## config.mk

```make
export PLATFORM = sky130hd
export DESIGN_NAME = mipi_tx_frame_sched
export DESIGN_NICKNAME = d
export VERILOG_FILES = /design/src/rtl/mipi_tx_frame_sched.sv
export SDC_FILE = /design/constraint.sdc
export NUM_CORES = 1
export LEC_CHECK = 0
export ABC_AREA = 1
export BUFFER_PORTS_ARGS = -buffer_cell sky130_fd_sc_hd__buf_2
export CORE_ASPECT_RATIO = 1.25
export CORE_MARGIN = 2
export CORE_UTILIZATION = 50
export DETAILED_ROUTE_END_ITERATION = 8
export PLACE_DENSITY = 0.86
export SLEW_MARGIN = 20
export SYNTH_ARGS = -nofsm -noshare
export SYNTH_HDL_FRONTEND = slang
export SYNTH_SLANG_ARGS = --single-unit
```

## constraint.sdc

```tcl
create_clock -name tx_pixel_clk -period 2 [get_ports tx_pixel_clk]
set_clock_uncertainty 0.05 [all_clocks]
set_input_delay 0.4 -clock tx_pixel_clk [delete_from_list [all_inputs] [get_ports tx_pixel_clk]]
set_output_delay 0.4 -clock tx_pixel_clk [all_outputs]
set_load 0.05 [all_outputs]
```

## src/rtl/mipi_tx_frame_sched.sv

```systemverilog
// MIPI TX frame scheduler: arbitrates payload/confirmation requests and sequences
// PHY reset release, pattern-generator enable, frame counting and the inter-grant gap.
module mipi_tx_frame_sched #(
    parameter int unsigned RST_WAIT = 16,
    parameter int unsigned FRAMES   = 1,
    parameter int unsigned GAP      = 8
) (
    input  logic       tx_pixel_clk,
    input  logic       rst_n,
    input  logic       payload_req,
    input  logic       confirm_req,
    input  logic       vsync_in,
    output logic       phy_rstn,
    output logic       gen_en,
    output logic       sel_confirm,
    output logic       busy,
    output logic       done,
    output logic [7:0] drop_cnt,
    output logic [1:0] o_dbg_state
);

    typedef enum logic [1:0] {
        ST_IDLE = 2'd0,
        ST_WAKE = 2'd1,
        ST_SEND = 2'd2,
        ST_HOLD = 2'd3
    } state_t;

    localparam logic [7:0] L_WAIT_LAST  = 8'(RST_WAIT - 1);
    localparam logic [7:0] L_GAP_LAST   = 8'(GAP - 1);
    localparam logic [3:0] L_FRAME_LAST = 4'(FRAMES - 1);

    state_t      r_state;
    state_t      w_state_nxt;
    logic        r_pend_pay;
    logic        r_pend_cfm;
    logic        r_rr_cfm;
    logic        r_sel;
    logic        r_vs_prev;
    logic [7:0]  r_cyc;
    logic [3:0]  r_frm;

    logic        w_grant;
    logic        w_grant_cfm;
    logic        w_done;
    logic        w_vs_fall;
    logic        w_clr_pay;
    logic        w_clr_cfm;
    logic        w_drop_pay;
    logic        w_drop_cfm;
    logic [8:0]  w_drop_sum;

    assign w_vs_fall = r_vs_prev & ~vsync_in;

    always_comb begin
        w_state_nxt = r_state;
        w_grant     = 1'b0;
        w_grant_cfm = 1'b0;
        w_done      = 1'b0;
        case (r_state)
            ST_IDLE: begin
                if (r_pend_pay | r_pend_cfm) begin
                    w_grant     = 1'b1;
                    w_grant_cfm = r_pend_cfm & (~r_pend_pay | r_rr_cfm);
                    w_state_nxt = ST_WAKE;
                end
            end
            ST_WAKE: begin
                if (r_cyc == L_WAIT_LAST) w_state_nxt = ST_SEND;
            end
            ST_SEND: begin
                if (w_vs_fall && (r_frm == L_FRAME_LAST)) w_state_nxt = ST_HOLD;
            end
            ST_HOLD: begin
                if (r_cyc == L_GAP_LAST) begin
                    w_state_nxt = ST_IDLE;
                    w_done      = 1'b1;
                end
            end
            default: w_state_nxt = ST_IDLE;
        endcase
    end

    // Requests are one-cycle pulses with no back-pressure: a pulse either sets its
    // pending bit or, if that bit is already set and not being granted, is dropped.
    assign w_clr_pay  = w_grant & ~w_grant_cfm;
    assign w_clr_cfm  = w_grant &  w_grant_cfm;
    assign w_drop_pay = payload_req & r_pend_pay & ~w_clr_pay;
    assign w_drop_cfm = confirm_req & r_pend_cfm & ~w_clr_cfm;
    assign w_drop_sum = {1'b0, drop_cnt} + {8'd0, w_drop_pay} + {8'd0, w_drop_cfm};

    always_ff @(posedge tx_pixel_clk or negedge rst_n) begin
        if (!rst_n) begin
            r_state    <= ST_IDLE;
            r_pend_pay <= 1'b0;
            r_pend_cfm <= 1'b0;
            r_rr_cfm   <= 1'b1;
            r_sel      <= 1'b0;
            r_vs_prev  <= 1'b0;
            r_cyc      <= 8'd0;
            r_frm      <= 4'd0;
            drop_cnt   <= 8'd0;
        end else begin
            r_state    <= w_state_nxt;
            r_vs_prev  <= vsync_in;
            r_pend_pay <= (r_pend_pay & ~w_clr_pay) | payload_req;
            r_pend_cfm <= (r_pend_cfm & ~w_clr_cfm) | confirm_req;
            drop_cnt   <= w_drop_sum[8] ? 8'hFF : w_drop_sum[7:0];
            if (w_grant) begin
                r_sel    <= w_grant_cfm;
                r_rr_cfm <= ~w_grant_cfm;
            end
            if (w_state_nxt != r_state) begin
                r_cyc <= 8'd0;
                r_frm <= 4'd0;
            end else if (r_state == ST_WAKE || r_state == ST_HOLD) begin
                r_cyc <= r_cyc + 8'd1;
            end else if (r_state == ST_SEND && w_vs_fall) begin
                r_frm <= r_frm + 4'd1;
            end
        end
    end

    // The PHY is released in the grant cycle itself so WAKE sees it high from cycle one.
    assign phy_rstn    = (r_state != ST_IDLE) | w_grant;
    assign gen_en      = (r_state == ST_SEND);
    assign busy        = (r_state != ST_IDLE);
    assign done        = w_done;
    assign sel_confirm = r_sel;
    assign o_dbg_state = r_state;

endmodule

```

* After elaboration in Yosys (flattened, before gate mapping)
Cells that the tools add are included.
Cells by class: magnitude comparators 0, bitwise operators 20, $mul 0, shift operators 0, divide/modulo/power cells 0, eq/ne operators 7, add/sub/neg operators 4, reduce and logical (&&, ||, !) cells 9, mux-type cells 17
Operators with widths (count):
- $mux W8 | 3
- $mux W4 | 3
- $and A1 B1 Y1 | 10
- $add A8 B1 Y9 | 1
- $add A9 B1 Y9 | 1
- $add A8 B1 Y8 const B | 1
- $eq A8 B3 Y1 const B | 1
- $eq A8 B4 Y1 const B | 1
- $mux W2 | 4
- $pmux W2 S4 | 1
- $mux W1 | 6
- $reduce_bool A2 Y1 | 3
- $not A1 Y1 | 5
- $or A1 B1 Y1 | 5
- $add A4 B1 Y4 const B | 1
- $eq A2 B2 Y1 const B | 2
- $logic_not A4 Y1 | 1
- $eq A2 B1 Y1 const B | 1
- $logic_and A1 B1 Y1 | 2
- $logic_not A2 Y1 | 1
- $ne A2 B2 Y1 | 1
- $ne A2 B2 Y1 const B | 1
- $reduce_and A2 Y1 | 1
- $logic_or A1 B1 Y1 | 1
Storage, ports and cells: bits in registers 27, bits in read-only memories 0, RAM bits 0, output and inout port bits 15, bits in latches 0, memories kept 0, input port bits 5

* Longest topological paths before layout
Gate-level depths: netlist (run 1).
depth after elaboration 12, depth in mapped cells 11, gate-level depth less buffers 10

* Worst setup path after synthesis (run 1)
OpenSTA, ideal clock, no wires.
kind register to register, from register r_state[0], in the netlist o_dbg_state[0], to register drop_cnt[5], arrival time 2.628 ns, clock period less this slack 2.761 ns, data required time 1.867 ns, library setup time 0.083 ns, cell stages (with the launch flop) 12, setup slack -0.761 ns, path through dfrtp_1 buf_6 nor2_1 inv_1 nor2_1 nand2_1 nand3_1 fa_1 nor3_2 and3_1 nand2_1 o21ai_0
On the way: word-level cells in the longest chain between the ends 9
Ends and longest elaborated chain:
- start, declared | line 33 | state_t r_state;
- start signal, assigned | line 104 | r_state <= w_state_nxt;
- $logic_not A2 Y1 * | line 60 | case (r_state)
- $mux W1 | line 60
- $not A1 Y1 | line 86 | assign w_clr_pay = w_grant & ~w_grant_cfm;
- $and A1 B1 Y1 | line 86
- $not A1 Y1 | line 88 | assign w_drop_pay = payload_req & r_pend_pay & ~w_clr_pay;
- $and A1 B1 Y1 | line 88
- $add A8 B1 Y9 | line 90 | assign w_drop_sum = {1'b0, drop_cnt} + {8'd0, w_drop_pay} + {8'd0, w_drop_cfm};
- $add A9 B1 Y9 * | line 90
- $mux W8 * | line 108 | drop_cnt <= w_drop_sum[8] ? 8'hFF : w_drop_sum[7:0];
- end signal, assigned | line 108
- end, declared | line 18 | output logic [7:0] drop_cnt,
Every way passes the cells marked *; elsewhere a longest branch is shown, timed or not. A chain may end at the register's enable or synchronous reset.

* Final worst setup path (run 1)
from register r_rr_cfm, to register drop_cnt[3]
On the way: word-level cells in the longest chain between the ends 11
Ends and longest elaborated chain:
- start, declared | line 37 | logic r_rr_cfm;
- start signal, assigned | line 111 | r_rr_cfm <= ~w_grant_cfm;
- $or A1 B1 Y1 * | line 64 | w_grant_cfm = r_pend_cfm & (~r_pend_pay | r_rr_cfm);
- $and A1 B1 Y1 * | line 64
- $mux W1 * | line 62 | if (r_pend_pay | r_pend_cfm) begin
- $mux W1 * | line 60
- $not A1 Y1 | line 86
- $and A1 B1 Y1 | line 86
- $not A1 Y1 | line 88
- $and A1 B1 Y1 | line 88
- $add A8 B1 Y9 | line 90
- $add A9 B1 Y9 * | line 90
- $mux W8 * | line 108
Marks and branches as above.

==> flow_summary.toml, run 1 <==
[layout]
stdcell_area_um2 = 1760
nFillCells = 235
multi_input_area_um2 = 753
fin_cells = 230
finalNetCount = 206
seq_area_um2 = 681
area_growth_pct = 23.8
antenna_cells = 0
drive_above_1_share_pct = 41.3

[placement]
gp_congestion = 0.812
dp_slack_ns = -0.0746
post_dp_cell_area_um2 = 1620
dpl.hpwl_um = 2300
place_inst = 219
io_buffer_count = 19

[drt]
totalWireLength_um = 3160
drt_iter0_markers = 28
num_vias = 1193
via_per_inst = 5.19
drt-pass1-iter-count = 4
wire_per_inst_um = 13.7
route.detailed.drc = 0
detail-route-antenna-nets = 0

[cts]
root_buffer = "clkbuf_4"
cts_tree = "done"
h-tree-depth = 1
clk_pin_slew_ns = 0.14
cts_buffers = 3
clkSinkCount = 27
ctsHoldBuffers = 0
clkLatencyLatePin_ns = 0.34
clk_path_buf_depth = 2

[sta]
finalWorstSetupSlack_ns = -0.00634
slew_viol_final = 0
finalCritPeriodShare_pct = 100
period_needed_ns = 2.01
worstMarginPinSlew_ns = 0.593
fmax_ghz = 0.498
slew-limit-headroom_pct = 60.5
rsz0062_at_grt = "yes"
holdWs_ns = -0.00524
setup_violations = 2
hold_viol_final = 17

[global_route]
antenna_found_initial = 0
grt_pass1_vias = 1163
grt_usage_pct = 21.2
grt_pass1_wl_um = 5050
overflow = 0
grt_max_degree = 28

[logic_synthesis]
synthDominantCellAreaShare_pct = 45.8
synth_commonest_cells = "28 x nand2_1, 26 x dfrtp_1, 20 x nor2_1"
synth_cells = 164
synth_ff_type = "dfrtp_1"
synth_area_leaders = "dfrtp_1 46%, nand2_1 7.4%, nand3_1 5.3%, nor2_1 5.3%, inv_1 5.0%"
synth.most_common_cell = "nand2_1"
synth_area_leader_cell = "dfrtp_1"
synth_edf_count = 0
syn_nets = 173
yosys_warnings = 0
syn-cell-area_um2 = 1420
synth_seq_cells = 27
synthDistinctLibCells = 29
ys_seq_area_share_pct = 47.6
synthArstFlopShare_pct = 100
avgSynthCellArea_um2 = 8.67

[worst_setup_path]
cp.required_ns = 2.22
cp_max_fo = 7
start_kind = "register"
slowest_delay_ns = 0.55
path_cells = "inv_2, nand2_2, nand3_2, nand2_2, nand3_2, fa_2, nor3_4, and3_4, nand2_8, o21ai_1"
cp_num_buf_inv = 1
cp_top_family = "simple AND/OR/NAND/NOR gates"
crit_arrival_ns = 2.23
cp-end-kind = "register"
slowest_stage = "dfstp_2"
crit_type = "register to register"

[power_and_ir_drop]
power_leakage_nw = 0.830
power.total_w = 0.00271
power_density_nw_per_um2 = 1540
ir_worst_vdd_v = 0.00133

[floorplanning]
die_y_um = 63.6
num_rows = 21
core_area_um2 = 2710
ios = 20
die_x_um = 51.7
dieArea_um2 = 3290
start_util_pct = 52.5

[job]
drv_cap = 0

[min_path]
hp-class = "primary input to asynchronous set/reset pin"

[status]
violations = "negative hold slack, negative setup slack"
status = "finished, violations left"
[through the flow]
step                      util, %  setup TNS (ns)
after floorplan                 -           -1.50
after global placement       59.9               0
after detailed placement     59.9          -0.387
after CTS                    62.6        -0.00675
after global routing         65.0          -0.630
final                        65.0        -0.00798
[final cells by class]
class	instances	share of cell area, %
inverters	20	4.55
clock buffers	4	1.49
repair buffers	29	10.0
flip-flops and latches	27	38.7
multi-input cells	116	42.8
well taps	34	2.42
[worst paths after layout]
| path | slack (ns) | end | depth (start not counted) | from |
|---|---|---|---|---|
| worst max-delay path | -0.006 | drop_cnt[3]$_DFF_PN0_ | 10 | r_rr_cfm$_DFFE_PN1P_ |
| worst min-delay path | -0.005 | r_cyc[1]$_DFFE_PN0P_ | 1 | rst_n |
| worst max register to register | -0.006 | drop_cnt[3]$_DFF_PN0_ | 10 | r_rr_cfm$_DFFE_PN1P_ |
| worst min register to register | 0.48 | r_rr_cfm$_DFFE_PN1P_ | 2 | r_rr_cfm$_DFFE_PN1P_ |
| max in group asynchronous | 1.48 | r_pend_pay$_DFF_PN0_ | 1 | rst_n |
| min in group tx_pixel_clk | 0.13 | r_vs_prev$_DFF_PN0_ | 1 | vsync_in |
[where the power goes]
part           switching (W)  internal, W
registers           0.000179     0.000743
clock network       0.000163    0.0000785
logic                0.00105     0.000500
total                0.00139      0.00132
[flip-flops by register name, summed over array words and instances (netlist names)]
signal	count
r_cyc	8
o_dbg_state	2
sel_confirm	1
r_rr_cfm	1
drop_cnt	8
r_pend_cfm	1
r_pend_pay	1
r_frm	4
r_vs_prev	1
[layer usage]
layer	up-vias	wire (um)	global-route usage [%]
met5	-	0	0
met3	5	98	3.08
li1	585	-	-
met1	581	1240	23.8
met4	0	65	9.87
met2	22	1760	38.0
[worst register-to-register path: cells and delay by family (launching register included)]
kind                     cells  cell delay (ns)
adder cells (fa/ha/maj)      1             0.44
AO/OA/AOI/OAI                1             0.08
AND/OR/NAND/NOR              7             0.79
flip-flops                   1             0.55
buffers and inverters        1             0.04
[cell usage in the layout, fill, tap and decap left out, drive strengths merged]
cell type  count
or2            1
inv           20
a21o           2
ha             3
nor3b          1
o21bai         1
nand3b         1
nor2          31
nor3           3
nand2         34
nand4          2
dfstp          1
xor2           4
o21ai         12
and3           1
dfrtp         26
fa             1
buf           29
nand3         18
and2           1
clkbuf         4
[cell families (layout without fill, tap and decap cells)]
| group | Yosys count | count (layout) | share of synthesized area [%] |
|---|---|---|---|
| simple gates | 93 | 93 | 33.5 |
| flops | 27 | 27 | 47.6 |
| compound gates | 15 | 15 | 6.34 |
| fa+ha+maj | 4 | 4 | 4.05 |
| xor+xnor | 4 | 4 | 2.46 |
| buf+inv | 21 | 53 | 6.07 |
[timing repair]
| item | in CTS | in global routing |
|---|---|---|
| setup endpoints to repair | 9 | 9 |
| hold endpoints to repair | 0 | 0 |
| gates cloned | 0 | 0 |
| pin swaps | 5 | 4 |
| gates resized for setup | 3 | 13 |
| setup buffers | 5 | 2 |
(Power assumes the default switching activity.)
==> run 2: changes to the inputs <==
Settings changed: CORE_UTILIZATION 50 to 48, PLACE_DENSITY 0.86 to 0.83, TNS_END_PERCENT from default to 30.
==> run 2 against run 1 <==
  * The run now ends clean
  * Cell area is 0.64% higher
  * First-iteration DRC count is 14% lower
  * Worst hold slack better by 0.021 ns
  * Via count barely moved
  * Core utilization down 3.7 points
  * Critical path type unchanged
  * Flip-flop and latch count unchanged
  * Global-route usage decreased by 2.5 points
  * Largest cell class unchanged
  * Sequential share of layout area is 0.18 points lower
  * Count of clock-buffer cells in the layout unchanged
==> flow_summary.toml, run 2 (synthesis gave the netlist of run 1 again) <==
[status]
status = "finished clean"

[drt]
drt-pass1-iter-count = 4
totalWireLength_um = 2820
drt_iter0_markers = 24
via_per_inst = 5.15
num_vias = 1194
route.detailed.drc = 0
detail-route-antenna-nets = 0
wire_per_inst_um = 12.1

[worst_setup_path]
cp.required_ns = 2.20
path_depth = 10
slowest_stage = "dfstp_2"
reg2reg_setup_slack_ns = 0.006
slowest_delay_ns = 0.55
r2r_cells = 10
cp_max_fo = 7
path_cells = "inv_2, nand2_2, nand3_2, nand2_2, nand3_2, fa_2, nor3_4, and3_4, nand2_8, o21ai_2"
cp-end-kind = "register"
cp_top_family = "simple AND/OR/NAND/NOR gates"
start_kind = "register"
crit_arrival_ns = 2.20
cp_num_buf_inv = 1
crit_type = "register to register"
r2r_end = "drop_cnt[3]$_DFF_PN0_"
r2r_start = "r_rr_cfm$_DFFE_PN1P_"

[layout]
area_growth_pct = 24.6
drive_above_1_share_pct = 43.4
top_regs = "drop_cnt (8), r_cyc (8), r_frm (4)"
mostFrequentLayoutCells = "25 x nand2_1, 22 x dfrtp_1, 18 x buf_2, 17 x inv_1, 15 x nor2_1"
stdcell_area_um2 = 1770
finalNetCount = 206
final_common_cell = "nand2_1"
fin_cells = 232
antenna_cells = 0

[sta]
setup_violations = 0
worstMarginPinSlew_ns = 0.592
fmax_ghz = 0.501
rsz0062_at_grt = "yes"
holdWs_ns = 0.0160
hold_viol_final = 0
finalCritPeriodShare_pct = 99.7
slew-limit-headroom_pct = 60.5
slew_viol_final = 0
period_needed_ns = 1.99
finalWorstSetupSlack_ns = 0.00557

[floorplanning]
die_y_um = 64.8
dieArea_um2 = 3420
num_rows = 22
die_x_um = 52.7
ios = 20
core_area_um2 = 2890
start_util_pct = 49.2

[cts]
cts_tree = "done"
clk_path_buf_depth = 2
clkLatencyLatePin_ns = 0.31
clk_pin_slew_ns = 0.13
h-tree-depth = 1
clkSinkCount = 27
cts_buffers = 3
root_buffer = "clkbuf_4"

[power_and_ir_drop]
power_density_nw_per_um2 = 1520
power.total_w = 0.00269
power_leakage_nw = 0.833
ir_worst_vdd_v = 0.00147

[global_route]
grt_usage_pct = 18.7
overflow = 0
grt_pass1_wl_um = 4890
grt_use_met1_pct = 22.2
gr-usage-met3_pct = 2.30
antenna_found_initial = 0
grtUsageMet2_pct = 34.5
grt_max_degree = 28
grt_pass1_vias = 1177
grt-busiest-layer = "met2"

[job]
drv_cap = 0

[placement]
place_inst = 221
gp_congestion = 0.752
post_dp_cell_area_um2 = 1620
io_buffer_count = 19
dpl.hpwl_um = 2040
dp_slack_ns = -0.00484

[min_path]
hp-class = "primary input to asynchronous set/reset pin"
==> run 2: cell types whose count changed in the layout (fill, tap and decap cells not counted) <==
cell     before  now
o21ai_2       5    7
dfrtp_1      23   22
nor3b_2       0    1
ha_2          0    1
nor2_4        2    3
o21ai_1       2    0
nor2_2       14   13
ha_4          1    0
nor3b_1       1    0
dfrtp_2       3    4
==> run 2: final cells by class <==
cell class / count / area [um^2]
Fill cell: 259 / 1120
Multi-Input combinational cell: 116 / 761
Sequential cell: 27 / 682
Timing Repair Buffer: 29 / 176
Inverter: 20 / 80.1
Tap cell: 36 / 45.0
Clock buffer: 4 / 26.3
==> run 2: how the worst max path moves through the flow <==
stage / from / end
after floorplan: o_dbg_state[0]$_DFF_PN0_ / drop_cnt[1]$_DFF_PN0_
after global routing: r_pend_pay$_DFF_PN0_ / drop_cnt[2]$_DFF_PN0_
final: r_rr_cfm$_DFFE_PN1P_ / drop_cnt[3]$_DFF_PN0_
after global placement: o_dbg_state[1]$_DFF_PN0_ / drop_cnt[6]$_DFF_PN0_
after CTS: r_rr_cfm$_DFFE_PN1P_ / drop_cnt[3]$_DFF_PN0_
after detailed placement: o_dbg_state[1]$_DFF_PN0_ / drop_cnt[3]$_DFF_PN0_
==> run 2: routing by layer <==
| layer | up-vias | wire, um | share of wire, % |
|---|---|---|---|
| li1 | 586 | - | - |
| met3 | 2 | 79 | 2.8 |
| met5 | - | 0 | 0 |
| met2 | 19 | 1550 | 55 |
| met4 | 0 | 14 | 0.50 |
| met1 | 587 | 1170 | 42 |
==> run 2: through the flow <==
step	utilization (%)	TNS [ns]
6_report	61.3	0
5_1_grt	61.3	-0.670
4_1_cts	57.4	0
3_5_place_dp	56.2	-0.00484
3_3_place_gp	56.2	0
2_1_floorplan	-	-1.49
==> run 2: what timing repair did <==
action | in CTS | in global routing
pin swaps | 1 | 7
setup buffers | 1 | 6
resized for setup | 2 | 18
hold buffers | 0 | 0
endpoints found under the setup margin | 8 | 9
==> run 2: where the power goes <==
part	internal, W	leakage (nW)	switching (W)
clock network	0.0000779	0.0150	0.000152
logic	0.000504	0.490	0.00104
registers	0.000744	0.328	0.000179
==> run 2: worst reg2reg max path, delay by kind of cell, from the launching register on <==
family                     cells  cell delay (ns)
DFF                            1             0.55
and+or+nand+nor                7             0.86
AOI/OAI and AO/OA              1             0.06
adders and majority gates      1             0.38
buffers and inverters          1             0.04
==> run 3: changes to the inputs <==
Settings changed: CORE_UTILIZATION 48 to 50, PLACE_DENSITY 0.83 to 0.86.
==> run 3 against run 2 <==
  * Cell count did not move
  * Setup slack improved by 0.046 ns
  * Core utilization rose by 4.1 points
  * Worst hold slack improved by 0.0029 ns
  * Clock power barely moved
  * Non-clock buffer count rose by 2
  * Critical path type unchanged
  * Largest cell class unchanged
  * Flip-flop and latch count did not move
  * Fmax rose by 2.4%
  * Die area fell by 3.7%
  * Sequential share of layout area fell by 0.11 points
==> flow_summary.toml, run 3 (synthesis gave the netlist of run 1 again) <==
[worst_setup_path]
r2r_start = "r_rr_cfm$_DFFE_PN1P_"
slowest_delay_ns = 0.55
reg2reg_setup_slack_ns = 0.05
cp-end-kind = "register"
slowest_stage = "dfstp_2"
cp_max_fo = 4
crit_arrival_ns = 2.16
start_kind = "register"
cp.required_ns = 2.21
r2r_end = "drop_cnt[4]$_DFF_PN0_"
crit_type = "register to register"
r2r_cells = 10
path_cells = "inv_2, nand2_2, nand3_2, nand2_2, nand3_2, fa_2, buf_4, nor3b_4, nor2_1, o21ai_1"

[power_and_ir_drop]
combinationalPowerShare_pct = 57.7
pwr-share-clk_pct = 8.4
power_leakage_nw = 0.859
power_density_nw_per_um2 = 1530
p_int_w = 0.00133
seqPwrFrac_pct = 33.9
ir_worst_vdd_v = 0.00118
switching_power_w = 0.00137
power.total_w = 0.00270
swShare_pct = 50.8

[sta]
finalCritPeriodShare_pct = 97.4
setup_violations = 0
rsz0062_at_grt = "yes"
fmax_ghz = 0.513
worstMarginPinSlew_ns = 0.600
slew-limit-headroom_pct = 60.0
slew_viol_final = 0
finalWorstSetupSlack_ns = 0.0519
hold_viol_final = 0
final.setup.tns_ns = 0
period_needed_ns = 1.95

[min_path]
hp-class = "primary input to asynchronous set/reset pin"

[job]
drv_cap = 0

[floorplanning]
die_y_um = 63.6
ios = 20
start_util_pct = 52.5
dieArea_um2 = 3290
die_x_um = 51.7
num_rows = 21
core_area_um2 = 2710

[cts]
clk_pin_slew_ns = 0.14
cts_buffers = 3
clkLatencyLatePin_ns = 0.31
clk_path_buf_depth = 2
ctsHoldBuffers = 0
clkSinkCount = 27
cts_tree = "done"
h-tree-depth = 1
root_buffer = "clkbuf_4"

[placement]
post_dp_cell_area_um2 = 1620
gp_congestion = 0.817
dpl.hpwl_um = 2130
dp_slack_ns = -0.0705
io_buffer_count = 19

[drt]
totalWireLength_um = 2920
num_vias = 1231
drt_iter0_markers = 26
via_per_inst = 5.31
drt-pass1-iter-count = 4
detail-route-antenna-nets = 0
route.detailed.drc = 0
wire_per_inst_um = 12.6

[global_route]
grt_max_degree = 28
grt_usage_pct = 19.7
grt_pass1_wl_um = 4920
antenna_found_initial = 0
overflow = 0
grt_pass1_vias = 1198

[layout]
area_growth_pct = 24.5
mostFrequentLayoutCells = "24 x nand2_1, 24 x dfrtp_1, 18 x buf_2, 17 x inv_1, 16 x nor2_1"
stdcell_area_um2 = 1770
top_regs = "drop_cnt (8), r_cyc (8), r_frm (4)"
finalNetCount = 208
drive_above_1_share_pct = 42.4
antenna_cells = 0

[status]
status = "finished clean"
## run 3: changes by cell type in the layout (fill, tap and decap cells not counted)
cell,delta
buf_4,+2
dfrtp_1,+2
dfrtp_2,-2
nand2_1,-1
nand2_2,+1
nand2_4,+1
nand2_8,-1
nor2_1,+1
nor2_4,-1
nor3b_2,-1
nor3b_4,+1
o21ai_1,+1
o21ai_2,-1
## run 3: worst max path at each step
stage	start	slack (ns)	to
2_1_floorplan	o_dbg_state[0]$_DFF_PN0_	-0.20	drop_cnt[1]$_DFF_PN0_
3_5_place_dp	r_rr_cfm$_DFFE_PN1P_	-0.07	drop_cnt[5]$_DFF_PN0_
5_1_grt	r_rr_cfm$_DFFE_PN1P_	-0.04	drop_cnt[5]$_DFF_PN0_
3_3_place_gp	r_rr_cfm$_DFFE_PN1P_	0.06	drop_cnt[3]$_DFF_PN0_
6_report	r_rr_cfm$_DFFE_PN1P_	0.05	drop_cnt[4]$_DFF_PN0_
4_1_cts	r_rr_cfm$_DFFE_PN1P_	-0.04	drop_cnt[1]$_DFF_PN0_
## run 3: worst max-delay path: cells and delay by family (launching register included)
family	cells	cell delay [ns]
AOI/OAI and AO/OA	1	0.11
adders and majority gates	1	0.39
buffers and inverters	2	0.21
DFF	1	0.55
and+or+nand+nor	6	0.57
## run 3: power groups by stage
stage	clock network, W	logic [W]	registers (W)
3_5_place_dp	0	0.00139	0.000914
5_1_grt	0.000269	0.00168	0.000934
2_1_floorplan	0	0.000716	0.00126
4_1_cts	0.000237	0.00147	0.000911
6_report	0.000228	0.00156	0.000916
3_3_place_gp	0	0.00134	0.000902
## run 3: what timing repair did
action / 4_1_cts / 5_1_grt
cloned: 0 / 0
endpoints found under the setup margin: 9 / 9
gates resized for setup: 10 / 6
setup buffers: 4 / 5
hold endpoints to repair: 0 / 0
pin swaps: 5 / 5
## run 3: metrics by stage
| step | cells | utilization (%) | hold slack [ns] |
|---|---|---|---|
| 4_1_cts | 227 | 63.2 | 0.0362 |
| 2_1_floorplan | 164 | - | 0.0544 |
| 6_report | 232 | 65.4 | 0.0189 |
| 3_3_place_gp | 219 | 59.9 | 0.382 |
| 5_1_grt | 232 | 65.4 | 0.0403 |
| 3_5_place_dp | 219 | 59.9 | 0.395 |
## run 3: area by class of cell
| cell class | count | area, um^2 |
|---|---|---|
| Fill cell | 222 | 937 |
| Sequential cell | 27 | 679 |
| Multi-Input combinational cell | 116 | 749 |
| Inverter | 20 | 80.1 |
| Clock buffer | 4 | 26.3 |
| Tap cell | 34 | 42.5 |
| Timing Repair Buffer | 31 | 191 |
## run 3: per-layer routing
metal | routed length [um] | vias to the layer above | track usage, %
met3 | 92 | 4 | 3.32
met1 | 1160 | 608 | 22.0
li1 | - | 592 | -
met5 | 0 | - | 0
met4 | 23 | 0 | 4.93
met2 | 1640 | 27 | 37.3
